File: src/rtl/mem_pkg.sv
// Shared types and constants for the core-side memory controller.
package mem_pkg;

    localparam logic [2:0] SIZE_BYTE = 3'd1;
    localparam logic [2:0] SIZE_WORD = 3'd2;
    localparam int unsigned RAM_BYTES = 2048;
    localparam logic [15:0] ADDR_LAST = 16'(RAM_BYTES - 1);

    typedef enum logic [1:0] {
        ST_IDLE,
        ST_ACCESS,
        ST_READ,
        ST_RESP
    } state_t;

    typedef struct packed {
        logic        write;
        logic [2:0]  size;
        logic        sgn;
        logic [15:0] addr;
        logic [15:0] data;
    } mem_req_t;

    // A word touches addr and addr+1, so its last legal start is one lower.
    function automatic logic req_legal(input logic [2:0] size,
                                       input logic [15:0] addr);
        logic ok;
        ok = 1'b0;
        if (size == SIZE_BYTE)
            ok = (addr <= ADDR_LAST);
        else if (size == SIZE_WORD)
            ok = (addr < ADDR_LAST);
        return ok;
    endfunction

endpackage

File: src/rtl/mem_ctrl_load_format.sv
// Load-data formatting: byte sign/zero extension or word passthrough.
module mem_load_format
    import mem_pkg::*;
(
    input  logic [2:0]  size,
    input  logic        sign_ext,
    input  logic [15:0] raw_data,
    output logic [15:0] fmt_data
);

    always_comb begin
        fmt_data = raw_data;
        if (size != SIZE_WORD) begin
            if (sign_ext)
                fmt_data = {{8{raw_data[7]}}, raw_data[7:0]};
            else
                fmt_data = {8'h00, raw_data[7:0]};
        end
    end

endmodule

File: src/rtl/mem_ctrl.sv
// Single-outstanding memory controller: request check, one RAM
// access cycle, optional read formatting, held response.
module mem_ctrl
    import mem_pkg::*;
(
    input  logic        I_clk,
    input  logic        I_reset_n,
    input  logic        I_req_valid,
    output logic        O_req_ready,
    input  logic        I_req_write,
    input  logic [2:0]  I_req_size,
    input  logic        I_req_signed,
    input  logic [15:0] I_req_addr,
    input  logic [15:0] I_req_data,
    output logic        O_resp_valid,
    input  logic        I_resp_ready,
    output logic [15:0] O_resp_data,
    output logic        O_resp_error,
    output logic        O_ram_enable,
    output logic        O_ram_write,
    output logic [2:0]  O_ram_size,
    output logic [15:0] O_ram_addr,
    output logic [15:0] O_ram_data,
    input  logic [15:0] I_ram_data
);

    state_t      state_q, state_d;
    mem_req_t    req_q;
    logic [15:0] rdata_q, rdata_d;
    logic        err_q, err_d;
    logic [15:0] load_fmt;
    logic        accept;

    assign O_req_ready = (state_q == ST_IDLE) && I_reset_n;
    assign accept      = I_req_valid && O_req_ready;

    always_ff @(posedge I_clk or negedge I_reset_n) begin
        if (!I_reset_n) begin
            state_q <= ST_IDLE;
            req_q   <= '0;
            rdata_q <= '0;
            err_q   <= 1'b0;
        end else begin
            state_q <= state_d;
            rdata_q <= rdata_d;
            err_q   <= err_d;
            if (accept)
                req_q <= '{write: I_req_write, size: I_req_size,
                           sgn: I_req_signed, addr: I_req_addr,
                           data: I_req_data};
        end
    end

    always_comb begin
        state_d = state_q;
        rdata_d = rdata_q;
        err_d   = err_q;
        unique case (state_q)
            ST_IDLE: begin
                if (accept) begin
                    rdata_d = '0;
                    if (req_legal(I_req_size, I_req_addr)) begin
                        err_d   = 1'b0;
                        state_d = ST_ACCESS;
                    end else begin
                        err_d   = 1'b1;
                        state_d = ST_RESP;
                    end
                end
            end
            ST_ACCESS: state_d = req_q.write ? ST_RESP : ST_READ;
            ST_READ: begin
                rdata_d = load_fmt;
                state_d = ST_RESP;
            end
            ST_RESP: begin
                if (I_resp_ready) begin
                    rdata_d = '0;
                    err_d   = 1'b0;
                    state_d = ST_IDLE;
                end
            end
        endcase
    end

    mem_load_format u_fmt (
        .size     (req_q.size),
        .sign_ext (req_q.sgn),
        .raw_data (I_ram_data),
        .fmt_data (load_fmt)
    );

    // Gating with the raw reset drops enable in the same instant reset hits.
    assign O_ram_enable = (state_q == ST_ACCESS) && I_reset_n;
    assign O_ram_write  = O_ram_enable ? req_q.write : 1'b0;
    assign O_ram_size   = O_ram_enable ? req_q.size  : 3'd0;
    assign O_ram_addr   = O_ram_enable ? req_q.addr  : 16'd0;
    assign O_ram_data   = O_ram_enable ? req_q.data  : 16'd0;

    assign O_resp_valid = (state_q == ST_RESP);
    assign O_resp_data  = rdata_q;
    assign O_resp_error = err_q;

endmodule

File: config.mk
export PLATFORM = sky130hd
export DESIGN_NAME = mem_ctrl
export DESIGN_NICKNAME = d
export VERILOG_FILES = /design/src/rtl/mem_pkg.sv /design/src/rtl/mem_ctrl_load_format.sv /design/src/rtl/mem_ctrl.sv
export SDC_FILE = /design/constraint.sdc
export NUM_CORES = 1
export LEC_CHECK = 0
export CAP_MARGIN = 40
export CORE_ASPECT_RATIO = 1.25
export CORE_MARGIN = 4
export CORE_UTILIZATION = 45
export DETAILED_ROUTE_END_ITERATION = 10
export GPL_TIMING_DRIVEN = 0
export PLACE_DENSITY = 0.87
export SLEW_MARGIN = 20
export SYNTH_ARGS = -nofsm -noshare
export SYNTH_HDL_FRONTEND = slang
export SYNTH_SLANG_ARGS = --single-unit
export TNS_END_PERCENT = 20
File: constraint.sdc
create_clock -name I_clk -period 3.05 [get_ports I_clk]
set_clock_uncertainty 0.2 [all_clocks]
set_input_delay 0.7625 -clock I_clk [delete_from_list [all_inputs] [get_ports I_clk]]
set_output_delay 0.7625 -clock I_clk [all_outputs]
set_load 0.005 [all_outputs]
Word-level counts from Yosys, hierarchy flattened. Cells that the tools add are included. Widths: inputs -> output; s select.

Input port bits: 57. Output and inout port bits: 56. Register bits: 56. Word-level logic and storage cells: 49.

Eq/ne operators: 8. Mux-type cells: 22. Reduce and logical (&&, ||, !) cells: 9. Magnitude comparators: 2.

Operators with widths (count): $mux 16 (6); $pmux 16 s3 (1); $le 16x11->1 const B (1); $lt 16x11->1 const B (1); $mux 1 (9); $pmux 2 s4 (1); $mux 2 (3); $reduce_and 3->1 (2); $eq 2x2->1 const B (2); $eq 3x1->1 const B (1); $eq 3x2->1 const B (1); $logic_and 1x1->1 (3); $mux 3 (1); $ne 3x2->1 const B (1); $reduce_bool 3->1 (1); $eq 2x1->1 const B (1); $logic_not 2->1 (1); $ne 2x1->1 const B (1); $ne 2x2->1 const B (1); $pmux 1 s2 (1); $reduce_and 2->1 (1); $reduce_bool 2->1 (1).

Longest topological paths before layout. Gate-level depths: netlist (run 1).

Word-level depth: 8. Depth in mapped cells: 7. Gate-level depth less buffers: 6.

Cells and area by module. A second synthesis (run 1) with hierarchy kept.

Cells, all modules: 253. Area, all modules: 2931.6 um^2.

Modules (own cells, without submodules): mem_ctrl (times used 1, cells each 226, area an instance 2737.6 um^2); mem_load_format (times used 1, cells each 27, area an instance 193.9 um^2).

Least setup slack after synthesis (run 1). No wires, ideal clock.

Path kind: input port to output port. Start: input port I_reset_n. End: output port O_ram_data[10]. Stages on the path: 3. Slack: 0.736 ns. Arrival time: 1.352 ns. Path through: clkbuf_1 -> clkbuf_1 -> and3_1.

Cells in the longest elaborated chain, start to end: 2.

Ends and longest elaborated chain: from (decl) (line mem_ctrl.sv:7) `input logic I_reset_n,`; $logic_and 1x1->1 (line mem_ctrl.sv:94) `assign O_ram_enable = (state_q == ST_ACCESS) && I_reset_n;`; $mux 16 (line mem_ctrl.sv:98) `assign O_ram_data = O_ram_enable ? req_q.data : 16'd0;`; to (decl) (line mem_ctrl.sv:23) `output logic [15:0] O_ram_data,`.

No other way between the ends.

Final worst setup path (run 1).
Start: register state_q[1]. End: output port O_ram_addr[12].

Cells in the longest elaborated chain, start to end: 3.

Ends and longest elaborated chain: from (decl) (line mem_ctrl.sv:27) `state_t state_q, state_d;`; from (signal assigned) (line mem_ctrl.sv:44) `state_q <= state_d;`; $eq 2x1->1 (line mem_ctrl.sv:94); $logic_and 1x1->1 (line mem_ctrl.sv:94); $mux 16 (line mem_ctrl.sv:97) `assign O_ram_addr = O_ram_enable ? req_q.addr : 16'd0;`; to (decl) (line mem_ctrl.sv:22) `output logic [15:0] O_ram_addr,`.

No other way between the ends.

==> metrics.cfg, run 1 <==
[power]
leakage_nw = 1.892
power.density_nw_per_um2 = 802.7
power_mw = 3.332
peakVddDrop_mv = 0.3829

[layout]
layout-area-overhead-vs-synth_pct = 55.95
drive_above_1_share = 0.1317
nets = 419
diodes = 0
final_cells = 423

[die]
core_um2 = 5779
num_rows = 31
ios = 113
die_area_um2 = 7216
die_height_um = 93.98
die-width_um = 76.79
start_util = 0.4605

[job]
maxCapViolations = 0

[timing]
post-route-period-util = 0.9747
relSlewSlack = 0.6714
rsz0062_at_grt = false
min_period_ns = 2.973
worstMarginPinSlew_ns = 0.4884
report.final.setup_viol = 0
holdWs_ns = 0.05287
fmax_mhz = 336.4
slew_violations = 0
setup_tns_ns = 0
finalHoldViolations = 0

[critical_path]
r2r_slack_ns = 0.93
crit_slowest_cell = clkdlybuf4s50_1
cp.arrival_ns = 2.01
cp_cell_sequence = inv_2, ha_1, buf_4, clkbuf_4, and3_1, clkdlybuf4s50_1
critPathKind = flop to primary output
cp-startpoint = state_q[1]
cp-end-kind = primary output
start_kind = flop
reg2reg_depth = 6
critPathRequiredTime_ns = 2.09
r2r-end = req_q[16]
r2r-start = state_q[0]
crit_fanout = 10
cp_slowest_stage_delay_ns = 0.50

[status]
status = finished clean

[cts]
h-tree-depth = 2
cts_tree = done
clkTransAtPathRegs_ns = 0.09
clock_latency_ns = 0.30
numCtsBuffers = 5
clock-sinks = 56
clockBufferDepth = 2
clk_root_buffer_cell = clkbuf_8

[grt]
grt_overflow = 0
antenna_found_initial = 0
first_global_vias = 2403
use_met2 = 0.3866
grtUsageMet1 = 0.2289
grt_use_total = 0.2049
grt_use_met3 = 0.04798
grt_pass1_wl_um = 11680
grt.busiest_layer = met2
grt_start_max_net_pins = 30

[detailed_routing]
viasPerCell = 5.345
finalWirelength_um = 7221
drc = 0
drt_iter0_drc = 79
dr.pass1.iters = 4
wire_per_inst_um = 17.07
postRouteAntennaNets = 0
routed-via-count = 2261

[logic_synthesis]
synth_cells = 231
ys_seq_elements = 56
synth_area_leaders = dfrtp_1 53%, mux2_1 11%, and3_1 8.5%, mux2_2 4.7%, ha_1 2.8%
syn_area_per_cell_um2 = 11.52
synth_nets = 294
synth_commonest_cells = 56 x dfrtp_1, 36 x and3_1, 26 x mux2_1
synth_top_cell_by_area = dfrtp_1
yosysSeqAreaShare = 0.5266
synth_area_um2 = 2661
yosysTopAreaCellShare = 0.5266
yosys_warnings = 0
yosysMostFrequentCell = dfrtp_1
synth-edff-count = 0
synthFlopType = dfrtp_1
async_reset_ff_frac = 1.000
post_synth_num_cell_types = 33

[placed_design]
place_congestion = 0.8669
dp_cells = 410
dp_hpwl_um = 5342
portBuffers = 112

[hold_path]
hold_class = input port to async pin

-- report_power, final --
group	internal, mW	switching [mW]
clock	0.290	0.231
combinational	0.858	0.656
sequential	1.11	0.190
-- worst max path at each step --
stage | cells past startpoint | endpoint
after detailed placement | 6 | O_ram_data[7]
final | 6 | O_ram_addr[12]
after CTS | 6 | O_ram_data[7]
after floorplan | 3 | O_ram_data[10]
after global placement | 5 | O_ram_data[14]
after global routing | 6 | O_ram_data[4]
-- logic make-up after synthesis --
kind of cell	count (synthesis)	share of synthesized area
flops	56	0.5266
simple gates	62	0.1378
mux	37	0.1566
buf+inv	35	0.05783
fa+ha+maj	6	0.02821
compound gates	34	0.08981
xor+xnor	1	0.003292
-- area by class of cell --
cell class	instances	area [µm²]
fill	422	1629
sequential	56	1401
timing repair buffer	118	1236
multi-input combinational	140	1106
buffer	17	130.1
clock buffer	7	96.34
tap	66	82.58
inverter	18	67.56
clock inverter	1	30.03
-- sequential cells by signal, summed over array words and instances, names as in the netlist --
name / flops
O_resp_error: 1
O_resp_data: 16
state_q: 2
req_q: 37
-- metal layers --
| metal | wire length [µm] | share of wire |
|---|---|---|
| met1 | 2844 | 0.39 |
| met2 | 3851 | 0.53 |
| met3 | 441 | 0.061 |
| met4 | 85 | 0.012 |
| met5 | 0 | 0 |
-- through the flow --
| stage | utilization | setup WS [ns] | instance area (µm²) |
|---|---|---|---|
| floorplan | - | 0.7358 | 2661 |
| finish | 0.7181 | 0.07730 | 4150 |
| detailed placement | 0.6731 | -0.5436 | 3890 |
| CTS | 0.7149 | 0.004801 | 4131 |
| global placement | 0.6688 | -2.586 | 3865 |
| global route | 0.7181 | 0.001697 | 4150 |
-- worst max-delay path: cells and delay by family, from the launching register on --
| kind | cells | cell delay, ns |
|---|---|---|
| buffers and inverters | 4 | 0.96 |
| DFF | 1 | 0.41 |
| adders and majority gates | 1 | 0.18 |
| and+or+nand+nor | 1 | 0.17 |
-- cell usage in the layout, fill, tap and decap left out, types with 2 or more instances in the layout --
cell             count
mux2_2              11
nand2_1              4
o21ai_2              2
and2_1               2
o21ai_1             10
dfrtp_1             56
bufbuf_16            2
clkdlybuf4s50_1    110
clkbuf_8            10
nand3_1             10
clkbuf_2             2
and3_1              36
buf_2                6
ha_1                 6
buf_6                2
inv_1               17
o211ai_1             8
mux2_1              26
o21ai_0              6
buf_4                6
nand4_1              3
-- what timing repair did --
item / 4_1_cts / 5_1_grt
setup endpoints to repair: 38 / 30
gates resized for setup: 17 / 5
hold buffers: 0 / 0
buffers inserted: 1 / 2
cloned: 2 / 0
Note: power is estimated with default switching activity, not from simulation.
==> run 2: changes to the inputs <==
Settings changed: CELL_PAD_IN_SITES_DETAIL_PLACEMENT from default to 0, CELL_PAD_IN_SITES_GLOBAL_PLACEMENT from default to 1, CORE_UTILIZATION 45 to 34.
==> run 2 against run 1 <==
Cell count is 5.9% higher. Clock power decreased by 7.9%. Fmax up 0.31%. First-iteration DRC count fell by 25%. Global-route usage down 4.5 points. Sequential power is essentially flat. Combinational power is essentially flat.
==> metrics.cfg, run 2 (synthesis gave the netlist of run 1 again) <==
[layout]
layout-area-overhead-vs-synth_pct = 56.18
final_cell_mix = 111 x clkdlybuf4s50_1, 56 x dfrtp_1, 36 x and3_1
nets = 418  ; -0.24%
fillerInstances = 658  ; +56%
diodes = 0  ; unchanged
largest_register_ffs = 37  ; unchanged
final_area_um2 = 4156  ; +0.15%
drive_above_1_share = 0.1264  ; -0.005248
largest_register = req_q
final_common_cell = clkdlybuf4s50_1

[die]
die_area_um2 = 9316  ; +29%
start_util = 0.3554  ; -0.1051
core_um2 = 7488  ; +30%
num_rows = 35  ; +13%
die_height_um = 106.9  ; +14%
ios = 113  ; unchanged
die-width_um = 87.13  ; +13%

[cts]
cts_tree = done
h-tree-depth = 2  ; unchanged
clock-sinks = 56  ; unchanged
clock_latency_ns = 0.30  ; about the same
ctsHoldBuffers = 0  ; unchanged
clkTransAtPathRegs_ns = 0.09  ; about the same
numCtsBuffers = 5  ; unchanged
clockBufferDepth = 2  ; unchanged
clk_root_buffer_cell = clkbuf_8

[detailed_routing]
postRouteAntennaNets = 0  ; unchanged
viasPerCell = 4.902  ; -8.3%
finalWirelength_um = 7306  ; +1.2%
dr.pass1.iters = 4  ; unchanged
drc = 0  ; unchanged
routed-via-count = 2196  ; -2.9%
drt_iter0_drc = 59  ; -25%
wire_per_inst_um = 16.31  ; -4.5%

[power]
peakVddDrop_mv = 0.3709  ; -3.1%
power_frac_seq = 0.393  ; +0.004
switchingPower_mw = 1.056  ; -1.8%
clkPwrFrac = 0.146  ; -0.010
leakage_nw = 1.860  ; -1.7%
power.density_nw_per_um2 = 787.9  ; -1.9%
power_mw = 3.275  ; -1.7%
swShare = 0.3225  ; -0.0004750
intPower_mw = 2.219  ; -1.6%
p_comb_frac = 0.461  ; +0.006

[critical_path]
r2r-start = state_q[0]
start_kind = input port
r2r-end = req_q[16]
cp_num_buf_inv = 5  ; +1
critPathRequiredTime_ns = 2.09  ; about the same
cp_slowest_stage_delay_ns = 0.51  ; about the same
crit_end = O_ram_data[4]
reg2reg_depth = 6  ; unchanged
cp.arrival_ns = 2.00  ; about the same
crit_slowest_cell = clkdlybuf4s50_1
cp_cell_sequence = buf_6, buf_16, clkbuf_8, buf_4, and3_1, clkdlybuf4s50_1
cp-startpoint = I_reset_n
r2r_slack_ns = 0.99  ; +0.06 ns
critPathKind = input port to primary output
crit_fanout = 10  ; unchanged
worst-path-stages = 6  ; unchanged
cp-end-kind = primary output
path_delay_family = buffers and inverters

[timing]
relSlewSlack = 0.6343  ; -0.03704
worstMarginPinSlew_ns = 0.5435  ; +0.05506 ns
finalHoldViolations = 0  ; unchanged
fin_ws_ns = 0.08648  ; +0.009179 ns
fmax_mhz = 337.4  ; +0.31%
slew_violations = 0  ; unchanged
post-route-period-util = 0.9716  ; -0.003009
report.final.setup_viol = 0  ; unchanged
min_period_ns = 2.964  ; -0.009179 ns

[grt]
antenna_found_initial = 0  ; unchanged
first_global_vias = 2319  ; -3.5%
grt_use_total = 0.1599  ; -0.04493
grt_overflow = 0  ; unchanged
grt_pass1_wl_um = 11790  ; +0.95%
grt_start_max_net_pins = 29  ; -3.3%

[placed_design]
postPlaceCellArea_um2 = 3923  ; +0.84%
dp_hpwl_um = 5291  ; -0.94%
place_congestion = 0.7684  ; -11%
portBuffers = 112  ; unchanged
place_ws_ns = -0.5452  ; -0.001568 ns

[hold_path]
hold_class = input port to async pin

[status]
status = finished clean

[job]
maxCapViolations = 0  ; unchanged

[run 2: layer usage]
metal / track usage / up-vias / routed length (µm)
li1: - / 1054 / -
met1: 0.2059 / 1053 / 3053
met4: 0.03289 / 0 / 44
met2: 0.2595 / 82 / 3549
met3: 0.05611 / 7 / 657
met5: 0 / - / 0
[run 2: how the worst min path moves through the flow]
stage                   start              end  slack [ns]
finish              I_reset_n  O_resp_data[10]        0.04
detailed placement  req_q[24]        req_q[24]        0.27
global route        I_reset_n  O_resp_data[10]        0.02
floorplan           req_q[10]        req_q[10]        0.26
global placement    req_q[25]        req_q[25]        0.27
CTS                 I_reset_n  O_resp_data[10]        0.06
[run 2: power by group through the flow]
| stage | logic (mW) | registers (mW) | clock network, mW |
|---|---|---|---|
| finish | 1.51 | 1.29 | 0.479 |
| global route | 1.67 | 1.34 | 0.527 |
| CTS | 1.52 | 1.29 | 0.499 |
| detailed placement | 1.47 | 1.31 | 0 |
| global placement | 1.43 | 1.29 | 0 |
| floorplan | 0.764 | 1.27 | 0 |
[run 2: worst reg2reg max path, stage by stage, from the launching register on]
cell	delay [ns]
dfrtp_1	0.42
inv_1	0.12
ha_1	0.29
nand3_1	0.12
buf_2	0.27
buf_6	0.20
mux2_1	0.34
[run 2: layout make-up]
cell class,instances,area [µm²],area share
sequential,56,1401,0.3371
timing repair buffer,117,1230,0.2959
multi-input combinational,140,1106,0.2661
buffer,17,128.9,0.03101
tap,92,115.1,0.02769
clock buffer,6,72.57,0.01746
inverter,18,67.56,0.01626
clock inverter,2,35.03,0.008429
[run 2: timing repair]
| action | CTS | global route |
|---|---|---|
| gates cloned | 2 | 0 |
| endpoints found under the setup margin | 38 | 31 |
| buffers inserted | 2 | 0 |
| resized for setup | 15 | 11 |
[run 2: stage by stage]
step	TNS, ns	instances	utilization	hold slack, ns
floorplan	0	231	-	0.2570
global placement	-231.29	435	0.5205	0.2672
detailed placement	-13.41	436	0.5238	0.2746
CTS	0	448	0.5529	0.05834
global route	-0.02026	448	0.5551	0.01785
finish	0	448	0.5551	0.03639
